<file path="config.mk">
export PLATFORM = sky130hd
export DESIGN_NAME = phy_tx_serializer
export DESIGN_NICKNAME = d
export VERILOG_FILES = /design/src/rtl/phy_pkg.sv /design/src/rtl/tx_piso8.sv /design/src/rtl/phy_tx_serializer.sv
export SDC_FILE = /design/constraint.sdc
export NUM_CORES = 1
export LEC_CHECK = 0
export ABC_CLOCK_PERIOD_IN_PS = 2600
export CAP_MARGIN = 10
export CORE_MARGIN = 2
export CORE_UTILIZATION = 50
export CTS_CLUSTER_DIAMETER = 50
export DETAILED_ROUTE_END_ITERATION = 12
export PLACE_DENSITY = 0.72
export SLEW_MARGIN = 20
export SYNTH_ARGS = -nofsm -noshare
export SYNTH_HDL_FRONTEND = slang
export SYNTH_HIERARCHICAL = 1
export SYNTH_SLANG_ARGS = --single-unit
</file>
<file path="constraint.sdc">
create_clock -name clk_32f -period 2.6 [get_ports clk_32f]
set_clock_uncertainty 0.05 [all_clocks]
set_input_delay 0.65 -clock clk_32f [delete_from_list [all_inputs] [get_ports clk_32f]]
set_output_delay 0.65 -clock clk_32f [all_outputs]
set_load 0.03 [all_outputs]
</file>
<file path="src/rtl/phy_pkg.sv">
// phy_pkg: shared constants and state encoding for the PHY transmit path.
package phy_pkg;
  localparam logic [7:0] IDLE_BYTE_DEF = 8'hBC;
  localparam int LANES = 4;
  localparam int BYTE_W = 8;
  localparam int FRAME_LEN = 32;
  typedef enum logic {SYNC, ACTIVE} state_e;
endpackage

</file>
<file path="src/rtl/tx_piso8.sv">
// tx_piso8: 8-bit parallel-load shift register, MSB shifted out first.
module tx_piso8 import phy_pkg::*; (
  input  logic              clk,
  input  logic              rst,
  input  logic              load_i,
  input  logic [BYTE_W-1:0] d_i,
  output logic              q_o
);
  logic [BYTE_W-1:0] sr_q, sr_d;
  always_comb sr_d = load_i ? d_i : {sr_q[BYTE_W-2:0], 1'b0};
  always_ff @(posedge clk) sr_q <= !rst ? '0 : sr_d;
  assign q_o = sr_q[BYTE_W-1];
endmodule

</file>
<file path="src/rtl/phy_tx_serializer.sv">
// phy_tx_serializer: four byte lanes serialized into 32-cycle frames, MSB first,
// with idle fill for invalid lanes and an all-idle sync period after reset.
module phy_tx_serializer import phy_pkg::*; #(
  parameter logic [BYTE_W-1:0] IDLE_BYTE = IDLE_BYTE_DEF,
  parameter int SYNC_FRAMES = 1
) (
  input  logic              clk_32f,
  input  logic              rst,
  input  logic [BYTE_W-1:0] in0,
  input  logic [BYTE_W-1:0] in1,
  input  logic [BYTE_W-1:0] in2,
  input  logic [BYTE_W-1:0] in3,
  input  logic              valid0,
  input  logic              valid1,
  input  logic              valid2,
  input  logic              valid3,
  output logic              serial_out,
  output logic              ready,
  output logic              frame_start
);
  logic [4:0] cnt_q, cnt_d;
  state_e st_q, st_d;
  logic [7:0] frm_q, frm_d;
  logic first_q, fs_q, wrap, take, load;
  logic [LANES-1:0][BYTE_W-1:0] hold_q, hold_d, din;
  logic [LANES-1:0] vin;
  always_comb begin
    din = {in3, in2, in1, in0};
    vin = {valid3, valid2, valid1, valid0};
    wrap = cnt_q == 5'd31;
    cnt_d = first_q ? 5'd0 : cnt_q + 5'd1;
    take = wrap && (st_q == ACTIVE || frm_q == 8'(SYNC_FRAMES - 1));
    st_d = take ? ACTIVE : st_q;
    frm_d = (st_q == SYNC && wrap) ? frm_q + 8'd1 : frm_q;
    for (int i = 0; i < LANES; i++)
      hold_d[i] = take ? (vin[i] ? din[i] : IDLE_BYTE) : hold_q[i];
    load = first_q || cnt_q[2:0] == 3'd7;
  end
  // The reset-exit edge holds cnt at 0 so the first visible bit aligns with slot 0.
  always_ff @(posedge clk_32f) begin
    if (!rst) begin
      cnt_q <= '0;
      st_q <= SYNC;
      frm_q <= '0;
      first_q <= 1'b1;
      fs_q <= 1'b0;
      hold_q <= {LANES{IDLE_BYTE}};
    end else begin
      cnt_q <= cnt_d;
      st_q <= st_d;
      frm_q <= frm_d;
      first_q <= 1'b0;
      fs_q <= cnt_d == 5'd0;
      hold_q <= hold_d;
    end
  end
  tx_piso8 u_piso (
    .clk(clk_32f),
    .rst(rst),
    .load_i(load),
    .d_i(hold_d[cnt_d[4:3]]),
    .q_o(serial_out)
  );
  assign ready = st_q == ACTIVE;
  assign frame_start = fs_q;
endmodule

</file>
==> flow_summary.html <==
<table>
<tr><th>Metric</th><th>Value</th></tr>
<tr><th colspan="2">Status</th></tr>
<tr><td>Result of the run</td><td>finished, final reports clean</td></tr>
<tr><th colspan="2">Timing</th></tr>
<tr><td>Final period demand of the worst path</td><td>2.45 ns</td></tr>
<tr><td>Setup-failing EPs final</td><td>0</td></tr>
<tr><td>Slew at the pin with the worst max-slew slack</td><td>0.585 ns</td></tr>
<tr><td>Maximum clock frequency</td><td>408 MHz</td></tr>
<tr><td>Number of endpoints with negative hold slack in the final report</td><td>0</td></tr>
<tr><td>RSZ-0062 raised after global routing</td><td>no</td></tr>
<tr><td>Worst max-slew margin expressed relative to the limit</td><td>60.9%</td></tr>
<tr><td>Max-slew violations</td><td>0</td></tr>
<tr><td>Sum Neg Setup Slack</td><td>0 ns</td></tr>
<tr><td>Final worst-path cycle share</td><td>94.2%</td></tr>
<tr><th colspan="2">Die</th></tr>
<tr><td>Starting Density</td><td>52.2%</td></tr>
<tr><td>Area of the core</td><td>5960 um^2</td></tr>
<tr><td>Die height</td><td>82.9 um</td></tr>
<tr><td>Count of pins on the block boundary</td><td>41</td></tr>
<tr><td>Total number of placement rows</td><td>28</td></tr>
<tr><td>Die area</td><td>6860 um^2</td></tr>
<tr><td>Die span in x</td><td>82.9 um</td></tr>
<tr><th colspan="2">Synthesis</th></tr>
<tr><td>Synthesized-area fraction occupied by ao, oa, aoi and oai cells</td><td>21.4%</td></tr>
<tr><td>Sequential fraction of the synthesis area</td><td>36.1%</td></tr>
<tr><td>Net count after synthesis</td><td>403</td></tr>
<tr><td>Number of warnings printed during yosys synthesis</td><td>6</td></tr>
<tr><td>Cell count after synthesis</td><td>360</td></tr>
<tr><td>Post-synth ARST share</td><td>0%</td></tr>
<tr><td>Area share of and/or/nand/nor cells after synthesis</td><td>23.6%</td></tr>
<tr><td>Parity-gate share of the synthesized area counting xor and xnor cells</td><td>1.97%</td></tr>
<tr><td>Area share of fa/ha/maj cells after synthesis</td><td>2.01%</td></tr>
<tr><td>Post-synth EDFFs</td><td>0</td></tr>
<tr><td>Syn Area/Cell</td><td>8.64 um^2</td></tr>
<tr><td>Multiplexer area fraction after synthesis</td><td>9.50%</td></tr>
<tr><td>Post-synthesis sequential element count</td><td>56</td></tr>
<tr><td>Dominant synthesized flop cell</td><td>dfxtp_1</td></tr>
<tr><td>Largest family of logic cells by synthesized area</td><td>simple AND/OR/NAND/NOR gates</td></tr>
<tr><td>Cell variety after synth</td><td>37</td></tr>
<tr><td>Post-Syn Area</td><td>3110 um^2</td></tr>
<tr><th colspan="2">Cells and area</th></tr>
<tr><td>Most common cell after layout, fill and taps aside</td><td>dfxtp_1</td></tr>
<tr><td>Layout Nets</td><td>433</td></tr>
<tr><td>Most frequent cells in the layout</td><td>56 x dfxtp_1, 44 x nor2b_1, 44 x o211ai_1, 40 x clkdlybuf4s50_1, 33 x o21ai_0</td></tr>
<tr><td>Finished Core Util</td><td>62.2%</td></tr>
<tr><td>Fraction of layout cells with a size suffix above 1</td><td>8.44%</td></tr>
<tr><td>Synth-to-Final Area Change</td><td>19.1%</td></tr>
<tr><td>Number of antenna repair diodes</td><td>0</td></tr>
<tr><th colspan="2">Clock network</th></tr>
<tr><td>Clock tree sinks</td><td>56</td></tr>
<tr><td>Clock transition at the registers of the reported paths</td><td>0.11 ns</td></tr>
<tr><td>Number of buffers created by CTS</td><td>5</td></tr>
<tr><td>Post-CTS repair timing setup buffer count</td><td>0</td></tr>
<tr><td>Clock tree from TritonCTS</td><td>yes</td></tr>
<tr><td>Total number of H-tree levels</td><td>2</td></tr>
<tr><td>Cell chosen for the clock root</td><td>clkbuf_8</td></tr>
<tr><td>Maximum count of clock buffers along a single path</td><td>2</td></tr>
<tr><td>Insertion delay to the later sink of the worst-skew pair</td><td>0.32 ns</td></tr>
<tr><th colspan="2">Routing</th></tr>
<tr><td>Wirelength, routed</td><td>7870 um</td></tr>
<tr><td>Detailed-route DRC error count</td><td>0</td></tr>
<tr><td>Number of detailed-route iterations in the first pass</td><td>4</td></tr>
<tr><td>Count of routing violations after the opening detailed-route iteration</td><td>249</td></tr>
<tr><td>ANT nets after route</td><td>0</td></tr>
<tr><td>Vias per cell</td><td>6.03</td></tr>
<tr><td>Routed wire length per instance</td><td>16.9 um</td></tr>
<tr><td>Via count of the routed design</td><td>2,808</td></tr>
<tr><th colspan="2">Setup path</th></tr>
<tr><td>Crit-path max FO</td><td>24</td></tr>
<tr><td>Worst r2r path cells</td><td>9</td></tr>
<tr><td>CP Launch Type</td><td>flip-flop</td></tr>
<tr><td>Reg-to-reg slack, setup</td><td>0.15 ns</td></tr>
<tr><td>Endpoint type of the worst setup path</td><td>flip-flop</td></tr>
<tr><td>Crit path cell chain</td><td>ha_1 -&gt; and3_1 -&gt; ha_1 -&gt; nor2b_2 -&gt; buf_6 -&gt; mux4_1 -&gt; o32ai_1 -&gt; mux2i_1 -&gt; nor2b_1</td></tr>
<tr><td>Source of the critical timing path</td><td>cnt_q[0]$_SDFF_PN0_</td></tr>
<tr><td>Worst path top cell family by delay</td><td>simple AND/OR/NAND/NOR gates</td></tr>
<tr><td>Crit path top cell by count</td><td>ha_1</td></tr>
<tr><td>Arr. time, crit path</td><td>2.66 ns</td></tr>
<tr><td>Critical path buffer and inverter count</td><td>1</td></tr>
<tr><td>Data required time at the worst endpoint</td><td>2.81 ns</td></tr>
<tr><td>Worst stage delay on the critical path</td><td>0.36 ns</td></tr>
<tr><td>FF-to-FF Start</td><td>cnt_q[0]$_SDFF_PN0_</td></tr>
<tr><td>Slowest cell on crit path</td><td>dfxtp_1</td></tr>
<tr><td>Worst setup path class</td><td>reg -&gt; reg</td></tr>
<tr><td>Capturing point of the worst reg2reg path</td><td>u_piso/sr_q[7]$_SDFF_PN0_</td></tr>
<tr><th colspan="2">Global routing</th></tr>
<tr><td>Largest net degree at the start of global routing</td><td>32</td></tr>
<tr><td>Aggregate global routing overflow</td><td>0</td></tr>
<tr><td>Total GRT Usage</td><td>22.7%</td></tr>
<tr><td>Initial antenna violation count</td><td>0</td></tr>
<tr><td>Number of global-route vias before repair</td><td>2,610</td></tr>
<tr><td>First-pass GRT wire length</td><td>13,000 um</td></tr>
<tr><th colspan="2">Min path</th></tr>
<tr><td>Kind of path behind the tightest hold check</td><td>reg -&gt; reg</td></tr>
<tr><td>Worst hold path endpoint</td><td>hold_q[9]$_SDFF_PN0_</td></tr>
<tr><td>Cell depth of the worst hold path</td><td>2</td></tr>
<tr><td>Critical hold path startpoint</td><td>hold_q[9]$_SDFF_PN0_</td></tr>
<tr><th colspan="2">Power and ir drop</th></tr>
<tr><td>Worst supply voltage drop on vdd</td><td>0.000317 V</td></tr>
<tr><td>Portion of total power attributed to the clock network</td><td>37.1%</td></tr>
<tr><td>Internal Dissipation</td><td>1.24 mW</td></tr>
<tr><td>Share of total power in combinational logic</td><td>9.0%</td></tr>
<tr><td>Switching share of total power</td><td>23.2%</td></tr>
<tr><td>Sw power</td><td>0.375 mW</td></tr>
<tr><td>Ratio of total power to cell area</td><td>437 nW/um^2</td></tr>
<tr><td>Share of total power in sequential cells</td><td>53.9%</td></tr>
<tr><td>Leakage</td><td>1.34 nW</td></tr>
<tr><th colspan="2">Placement</th></tr>
<tr><td>DPL Wire Length</td><td>5250 um</td></tr>
<tr><td>Number of input and output port buffers inserted</td><td>40</td></tr>
<tr><td>GPL Wtd Cong</td><td>0.809</td></tr>
<tr><th colspan="2">Job</th></tr>
<tr><td>Maximum Capacitance Violations</td><td>0</td></tr>
</table>
## area by class of cell
type / count / area, um^2
Clock buffer: 5 / 68.8
Clock inverter: 3 / 47.5
Fill cell: 525 / 2250
Inverter: 5 / 18.8
Multi-Input combinational cell: 267 / 1820
Sequential cell: 56 / 1120
Tap cell: 75 / 93.8
Timing Repair Buffer: 55 / 529
## synth_stat cells (all sizes together) (7+ instances only)
cell type,count,area (um^2)
mux4,7,180
a21oi,15,75.1
dfxtp,56,1120
o32ai,8,70.1
nand2,13,48.8
o21ai,33,165
mux2i,8,92.6
nor2b,45,282
nor2,32,128
or3,10,62.6
clkbuf,27,101
o211ai,44,330
nor3,16,80.1
## timing repair
item	CTS	global route
gates resized for setup	0	1
hold buffers	0	0
setup endpoints to repair	0	2
## cells by family (layout without fill, tap and decap cells)
group,Yosys count,count (layout)
AND/OR/NAND/NOR,135,135
flip-flops,56,56
buffers and inverters,37,68
adder cells (fa/ha/maj),5,5
multiplexers,17,17
AO/OA/AOI/OAI,103,103
XOR/XNOR,7,7
## power by group through the flow
stage	registers, mW	clock network, mW	logic, mW
after global routing	0.872	0.637	0.155
after global placement	0.891	0	0.143
final	0.871	0.600	0.146
after detailed placement	0.891	0	0.145
after CTS	0.871	0.606	0.145
after floorplan	0.894	0	0.0585
## worst register-to-register path: cells and delay by family (launching register included)
family	cells	cell delay, ns
AO/OA/AOI/OAI	1	0.21
adder cells (fa/ha/maj)	2	0.51
buffers and inverters	1	0.24
flip-flops	1	0.36
multiplexers	2	0.47
AND/OR/NAND/NOR	3	0.56
## per-stage QoR
step,cell area [um^2],worst slack [ns],power (mW),hold slack (ns),instances
5_1_grt,3700,0.0181,1.66,0.466,466
6_report,3700,0.150,1.62,0.439,466
4_1_cts,3700,0.117,1.62,0.436,466
2_1_floorplan,3110,0.0638,0.953,0.404,360
3_3_place_gp,3580,0.0523,1.03,0.412,458
3_5_place_dp,3580,0.0106,1.04,0.421,458
## state kept, by name (all words and copies together) (netlist names)
name,flops
cnt_q,5
frame_start,1
frm_q,8
hold_q,32
ready,1
first_q,1
u_piso/sr_q,8
## worst max-delay path by stage
stage | end | slack (ns) | cells past startpoint
after floorplan | u_piso/sr_q[5]$_SDFF_PN0_ | 0.06 | 11
after global placement | u_piso/sr_q[7]$_SDFF_PN0_ | 0.05 | 6
after detailed placement | u_piso/sr_q[7]$_SDFF_PN0_ | 0.01 | 6
after CTS | u_piso/sr_q[7]$_SDFF_PN0_ | 0.12 | 9
after global routing | u_piso/sr_q[7]$_SDFF_PN0_ | 0.02 | 9
final | u_piso/sr_q[7]$_SDFF_PN0_ | 0.15 | 9
## metal layers
metal  up-vias  wire [um]  GRT usage [%]
li1       1368          -              -
met1      1353       3680           31.6
met2        81       3730           37.1
met3         6        390           3.68
met4         0         67           5.37
met5         -          0              0
(Power assumes the default switching activity.)
